## src/rtl/video_timing_core_if.sv

```systemverilog
// video_timing_core_if
//   Bundles the per-pixel colour request and the VGA connector pins.
//   master : the timing core. It reads red/green/blue and drives the VGA_* pins.
//   slave  : the pixel source / DAC side. It drives red/green/blue and reads the VGA_* pins.
interface video_timing_core_if;
   logic [7:0] red;
   logic [7:0] green;
   logic [7:0] blue;
   logic [7:0] VGA_R;
   logic [7:0] VGA_G;
   logic [7:0] VGA_B;
   logic       VGA_CLK;
   logic       VGA_SYNC_N;
   logic       VGA_BLANK_N;
   logic       VGA_HS;
   logic       VGA_VS;

   modport master (
      input  red, green, blue,
      output VGA_R, VGA_G, VGA_B, VGA_CLK, VGA_SYNC_N, VGA_BLANK_N, VGA_HS, VGA_VS
   );

   modport slave (
      output red, green, blue,
      input  VGA_R, VGA_G, VGA_B, VGA_CLK, VGA_SYNC_N, VGA_BLANK_N, VGA_HS, VGA_VS
   );
endinterface

```

## src/rtl/video_timing_core.sv

```systemverilog
// video_timing_core
//   Derives the slow game clock and the 640x480@60 VGA pixel clock, sync and
//   blank timing from the 50 MHz board clock. It passes pixel colour to the DAC
//   pins while the beam is in the visible region.
// Ports:
//   clk     in   board clock, all flops on its rising edge
//   reset   in   synchronous, active-high
//   div     in   game-clock half-period in clk cycles (0 and 1 both mean 1)
//   new_clk out  divided game clock
//   vga     master modport: red/green/blue in, VGA_* pins out
module video_timing_core #(
   parameter int H_VISIBLE = 640,
   parameter int H_FRONT   = 16,
   parameter int H_SYNC    = 96,
   parameter int H_BACK    = 48,
   parameter int V_VISIBLE = 480,
   parameter int V_FRONT   = 10,
   parameter int V_SYNC    = 2,
   parameter int V_BACK    = 33
) (
   input  logic                       clk,
   input  logic                       reset,
   input  logic [25:0]                div,
   output logic                       new_clk,
   video_timing_core_if.master        vga
);

   localparam int H_TOTAL = H_SYNC + H_BACK + H_VISIBLE + H_FRONT;
   localparam int V_TOTAL = V_SYNC + V_BACK + V_VISIBLE + V_FRONT;
   localparam int HW      = $clog2(H_TOTAL);
   localparam int VW      = $clog2(V_TOTAL);

   // Line layout from h=0: sync, back porch, visible, front porch.
   localparam logic [HW-1:0] H_LAST     = HW'(H_TOTAL - 1);
   localparam logic [HW-1:0] H_SYNC_END = HW'(H_SYNC);
   localparam logic [HW-1:0] H_VIS_BEG  = HW'(H_SYNC + H_BACK);
   localparam logic [HW-1:0] H_VIS_END  = HW'(H_SYNC + H_BACK + H_VISIBLE);
   localparam logic [VW-1:0] V_LAST     = VW'(V_TOTAL - 1);
   localparam logic [VW-1:0] V_SYNC_END = VW'(V_SYNC);
   localparam logic [VW-1:0] V_VIS_BEG  = VW'(V_SYNC + V_BACK);
   localparam logic [VW-1:0] V_VIS_END  = VW'(V_SYNC + V_BACK + V_VISIBLE);

   logic [25:0]   cnt_q, cnt_d;
   logic          new_clk_q, new_clk_d;
   logic          pix_q;
   logic [HW-1:0] h_q, h_d;
   logic [VW-1:0] v_q, v_d;
   logic          hs_q, hs_d;
   logic          vs_q, vs_d;
   logic          blank_n_q, blank_n_d;
   logic [7:0]    r_q, r_d, g_q, g_d, b_q, b_d;

   logic div_hit;
   logic pix_tick;
   logic visible;

   // cnt >= div-1 written as cnt+1 >= div so that div=0 cannot underflow.
   // A lowered div therefore ends the current half-period at once.
   assign div_hit  = ({1'b0, cnt_q} + 27'd1) >= {1'b0, div};
   assign pix_tick = ~pix_q;
   assign visible  = (h_q >= H_VIS_BEG) && (h_q < H_VIS_END) &&
                     (v_q >= V_VIS_BEG) && (v_q < V_VIS_END);

   always_comb begin
      cnt_d     = cnt_q + 26'd1;
      new_clk_d = new_clk_q;
      if (div_hit) begin
         cnt_d     = '0;
         new_clk_d = ~new_clk_q;
      end
   end

   always_comb begin
      h_d       = h_q;
      v_d       = v_q;
      hs_d      = hs_q;
      vs_d      = vs_q;
      blank_n_d = blank_n_q;
      r_d       = r_q;
      g_d       = g_q;
      b_d       = b_q;
      if (pix_tick) begin
         if (h_q == H_LAST) begin
            h_d = '0;
            v_d = (v_q == V_LAST) ? '0 : v_q + VW'(1);
         end else begin
            h_d = h_q + HW'(1);
         end
         // Outputs come from the counter state before it advances.
         hs_d      = (h_q >= H_SYNC_END);
         vs_d      = (v_q >= V_SYNC_END);
         blank_n_d = visible;
         r_d       = visible ? vga.red   : 8'd0;
         g_d       = visible ? vga.green : 8'd0;
         b_d       = visible ? vga.blue  : 8'd0;
      end
   end

   always_ff @(posedge clk) begin
      if (reset) begin
         cnt_q     <= '0;
         new_clk_q <= 1'b0;
         pix_q     <= 1'b0;
         h_q       <= '0;
         v_q       <= '0;
         hs_q      <= 1'b1;
         vs_q      <= 1'b1;
         blank_n_q <= 1'b0;
         r_q       <= '0;
         g_q       <= '0;
         b_q       <= '0;
      end else begin
         cnt_q     <= cnt_d;
         new_clk_q <= new_clk_d;
         pix_q     <= ~pix_q;
         h_q       <= h_d;
         v_q       <= v_d;
         hs_q      <= hs_d;
         vs_q      <= vs_d;
         blank_n_q <= blank_n_d;
         r_q       <= r_d;
         g_q       <= g_d;
         b_q       <= b_d;
      end
   end

   assign new_clk         = new_clk_q;
   assign vga.VGA_CLK     = pix_q;
   assign vga.VGA_SYNC_N  = 1'b0;
   assign vga.VGA_HS      = hs_q;
   assign vga.VGA_VS      = vs_q;
   assign vga.VGA_BLANK_N = blank_n_q;
   assign vga.VGA_R       = r_q;
   assign vga.VGA_G       = g_q;
   assign vga.VGA_B       = b_q;

endmodule

```

## src/flat_wrapper.sv

```systemverilog
// flat-port wrapper written by rule: the top's interface ports become plain ports
module video_timing_core_flat 
#(
   parameter int H_VISIBLE = 640,
   parameter int H_FRONT   = 16,
   parameter int H_SYNC    = 96,
   parameter int H_BACK    = 48,
   parameter int V_VISIBLE = 480,
   parameter int V_FRONT   = 10,
   parameter int V_SYNC    = 2,
   parameter int V_BACK    = 33
)
  (clk, reset, div, new_clk, vga_red, vga_green, vga_blue, vga_VGA_R, vga_VGA_G, vga_VGA_B, vga_VGA_CLK, vga_VGA_SYNC_N, vga_VGA_BLANK_N, vga_VGA_HS, vga_VGA_VS);
  video_timing_core_if vga_i ();
  input  logic clk;
  input  logic reset;
  input  logic [25:0] div;
  output logic new_clk;
  input wire logic [$bits(vga_i.red)-1:0] vga_red;
  input wire logic [$bits(vga_i.green)-1:0] vga_green;
  input wire logic [$bits(vga_i.blue)-1:0] vga_blue;
  output wire logic [$bits(vga_i.VGA_R)-1:0] vga_VGA_R;
  output wire logic [$bits(vga_i.VGA_G)-1:0] vga_VGA_G;
  output wire logic [$bits(vga_i.VGA_B)-1:0] vga_VGA_B;
  output wire logic [$bits(vga_i.VGA_CLK)-1:0] vga_VGA_CLK;
  output wire logic [$bits(vga_i.VGA_SYNC_N)-1:0] vga_VGA_SYNC_N;
  output wire logic [$bits(vga_i.VGA_BLANK_N)-1:0] vga_VGA_BLANK_N;
  output wire logic [$bits(vga_i.VGA_HS)-1:0] vga_VGA_HS;
  output wire logic [$bits(vga_i.VGA_VS)-1:0] vga_VGA_VS;
  assign vga_i.red = vga_red;
  assign vga_i.green = vga_green;
  assign vga_i.blue = vga_blue;
  assign vga_VGA_R = vga_i.VGA_R;
  assign vga_VGA_G = vga_i.VGA_G;
  assign vga_VGA_B = vga_i.VGA_B;
  assign vga_VGA_CLK = vga_i.VGA_CLK;
  assign vga_VGA_SYNC_N = vga_i.VGA_SYNC_N;
  assign vga_VGA_BLANK_N = vga_i.VGA_BLANK_N;
  assign vga_VGA_HS = vga_i.VGA_HS;
  assign vga_VGA_VS = vga_i.VGA_VS;
  video_timing_core #(.H_VISIBLE(H_VISIBLE), .H_FRONT(H_FRONT), .H_SYNC(H_SYNC), .H_BACK(H_BACK), .V_VISIBLE(V_VISIBLE), .V_FRONT(V_FRONT), .V_SYNC(V_SYNC), .V_BACK(V_BACK)) u_core (.clk(clk), .reset(reset), .div(div), .new_clk(new_clk), .vga(vga_i));
endmodule
```

## config.mk

```make
export PLATFORM = sky130hd
export DESIGN_NAME = video_timing_core_flat
export DESIGN_NICKNAME = d
export VERILOG_FILES = /design/src/rtl/video_timing_core_if.sv /design/src/rtl/video_timing_core.sv /design/src/flat_wrapper.sv
export SDC_FILE = /design/constraint.sdc
export NUM_CORES = 1
export LEC_CHECK = 0
export BUFFER_PORTS_ARGS = -buffer_cell sky130_fd_sc_hd__buf_2
export CORE_ASPECT_RATIO = 1.1
export CORE_MARGIN = 2
export CORE_UTILIZATION = 59
export DETAILED_ROUTE_END_ITERATION = 7
export GPL_TIMING_DRIVEN = 0
export HOLD_SLACK_MARGIN = 0.06
export PLACE_DENSITY = 0.83
export SYNTH_ARGS = -nofsm -noshare
export SYNTH_HDL_FRONTEND = slang
export SYNTH_SLANG_ARGS = --single-unit
```

## constraint.sdc

```tcl
create_clock -name clk -period 6.9 [get_ports clk]
set_input_delay 1.38 -clock clk [delete_from_list [all_inputs] [get_ports clk]]
set_output_delay 1.38 -clock clk [all_outputs]
set_load 0.05 [all_outputs]
```

==> metrics <==
status=finished, final reports clean; synth-to-layout area growth=19.1%; VDD IR max=0.000168 V; first-pass GRT wire length=13,500 µm; setup TNS=0 ns; WL/cell=13.4 µm; clk sink count=75; largest net degree at the start of global routing=15; drt pass-1 iters=5; dominant synthesized flop cell=dfxtp_1; Worst-Margin Slew=0.801 ns; antenna cells=0; P_int=0.669 mW; final hold vios=0; Tot GR Track Use=24.1%; max cap viols=0; CTS tree=yes; max frequency=263 MHz; Clock Pin Slew Worst Setup and Hold Paths=0.08 ns; io pins=82; sw frac=24.3%; Clock Path Buffers=2; Net Count, Synth=518; Cells after Synth=434; # port buffers=80; Seq/Total Area, Yosys=39.4%; Setup-failing EPs final=0; Required @ worst endpoint=7.14 ns; # DRC=0; Comb pwr share=7.3%; core area=6190 µm²; GP Congestion=0.850; worst hold path type=reg -> reg; Cell Area, Placed=4310 µm²; ANT nets after route=0; synth top area cells=dfxtp_1, ha_1, nor2_1; sequential power share=49.9%; Rows=30; die width=80.6 µm; chip height=88.3 µm; initial antenna violation count=0; min Tclk post-route=3.81 ns; detailed placer's ending HPWL=6160 µm; Initial Util=61.5%; hold buffer count at cts=0; crit path DAT=4.05 ns; RSZ-0062 raised after global routing=no; CP Launch Type=flop; grt ovf=0; number of flops mapped to enable cells by yosys=0; Post-CTS Setup Inserts=0; H-tree depth=3; vias in the first global route=3,261; worst skew pair latency=0.35 ns; Yosys reg bits=75; area of the mapped netlist=3810 µm²; Syn Area/Cell=8.77 µm²; yosys warns=0; Clock power frac=42.8%; Worst slew margin=46.2%; cell accounting for the most synthesized area=dfxtp_1; CP Capture Type=flop; layout cells sized above 1=20.6%; Synth top area share=39.4%; vias per cell=5.48; Max Slew Vio Count=0; root cell of the clock tree=clkbuf_8; non-filler cells, final=610; Distinct cells, synth=49; crit path max fanout=10; final period utilization=55.2%; PostCTS Resize Cnt=0; Post-Route WL=8190 µm; final core utilization=73.2%; initial DRC count=155; clock skew=0.00958 ns; crit path kind=reg -> reg; share of async-settable or async-resettable flops after synthesis=0%; total CTS buffers=9; fin nets=609; die area=7110 µm²; P per Cell Area=195 nW/µm²; leakage power=2.11 nW; placed cells=594; vias=3,345; sw power=0.215 mW; post-route cell area=4530 µm²
## final timing paths
kind                                                      from                              to  slack, ns  depth (start not counted)
worst max-delay path                u_core.cnt_q[2]$_SDFF_PP0_      u_core.cnt_q[7]$_SDFF_PP0_       3.09                         14
worst min-delay path            u_core.vga.VGA_HS$_SDFFE_PP1N_  u_core.vga.VGA_HS$_SDFFE_PP1N_       0.47                          1
worst max register to register      u_core.cnt_q[2]$_SDFF_PP0_      u_core.cnt_q[7]$_SDFF_PP0_       3.09                         14
worst min register to register  u_core.vga.VGA_HS$_SDFFE_PP1N_  u_core.vga.VGA_HS$_SDFFE_PP1N_       0.47                          1
## kinds of logic (layout without fill, tap and decap cells)
| kind of cell | Yosys count | after routing | synth area share, % |
|---|---|---|---|
| simple gates | 177 | 177 | 24.1 |
| xor+xnor | 41 | 41 | 9.43 |
| mux | 3 | 3 | 0.822 |
| buf+inv | 50 | 146 | 5.32 |
| flops | 75 | 75 | 39.4 |
| fa+ha+maj | 32 | 32 | 10.5 |
| other cells | 1 | 1 | 0.0985 |
| compound gates | 55 | 55 | 10.3 |
## through the flow
stage               setup slack [ns]  hold slack, ns  total power [mW]
finish                          3.09           0.468             0.885
global route                    2.84           0.481             0.916
CTS                             3.07           0.472             0.887
floorplan                       3.76           0.429             0.490
detailed placement              3.11           0.451             0.516
global placement                3.20           0.445             0.513
## metal layers
layer | wire length, µm | vias to the layer above | track usage [%]
li1 | - | 1673 | -
met1 | 3520 | 1556 | 26.5
met2 | 4090 | 98 | 44.2
met3 | 425 | 18 | 5.92
met4 | 161 | 0 | 10.3
met5 | 0 | - | 0
## worst max-delay path, stage by stage, from the launching register on
cell	delay, ns
dfxtp_1	0.41
and4_1	0.20
buf_2	0.16
nand4_1	0.23
or2_2	0.41
nand2b_1	0.17
xnor2_1	0.15
ha_1	0.31
nand4_1	0.10
nor4_1	0.49
a221oi_1	0.17
o311a_1	0.20
nand4b_1	0.35
buf_2	0.29
nor2b_1	0.07
## area by class of cell
cell class	count	area [µm²]
Multi-Input combinational cell	309	2100
Inverter	35	131
Tap cell	80	100
Timing Repair Buffer	80	400
Buffer	15	71.3
Fill cell	447	1660
Clock inverter	7	101
Clock buffer	9	124
Sequential cell	75	1500
## state kept, by name (all words and copies together) (netlist names)
signal and count:
u_core.vga.VGA_G 8, u_core.h_q 10, u_core.vga.VGA_HS 1, u_core.vga.VGA_R 8, u_core.vga.VGA_CLK 1, u_core.v_q 10
u_core.vga.VGA_BLANK_N 1, u_core.cnt_q 26, u_core.vga.VGA_B 8, u_core.new_clk 1, u_core.vga.VGA_VS 1
## cell usage in the layout, fill, tap and decap left out, types with 2 or more instances in the layout
cell and instances:
nor4_1 3, or3_1 2, nand4b_1 3, o41ai_1 2, clkbuf_8 9, o21ai_0 4, nand2_1 21, a211oi_1 2
or2_2 2, nand3_1 18, a21o_1 2, nand2b_1 2, nor2_1 63, and4_1 5, buf_2 83, inv_1 35
mux2i_1 2, xor2_1 20, a22oi_1 24, dfxtp_1 75, clkbuf_1 9, bufinv_16 2, a21oi_1 11, ha_1 32
clkinv_4 2, a221oi_1 2, nand3b_1 2, clkinvlp_4 2, nor2b_1 27, nand4_1 12, nor3_1 6, xnor2_1 21
a41o_1 2, and3_1 3
## power by group through the flow
stage / clock network (mW) / registers [mW] / logic [mW]
after floorplan: 0 / 0.455 / 0.0347
after global placement: 0 / 0.451 / 0.0618
after detailed placement: 0 / 0.451 / 0.0648
after CTS: 0.380 / 0.441 / 0.0653
after global routing: 0.402 / 0.442 / 0.0729
final: 0.379 / 0.441 / 0.0649
## synth_stat cells, types with 5 or more instances
library cell,n
nor3_1,6
nor2_1,63
clkbuf_1,9
a21oi_1,11
xor2_1,20
and4_1,5
nand3_1,18
nand4_1,12
xnor2_1,21
dfxtp_1,75
nand2_1,21
a22oi_1,24
nor2b_1,27
ha_1,32
inv_1,35
No activity file was read; power rests on OpenSTA's default activity.
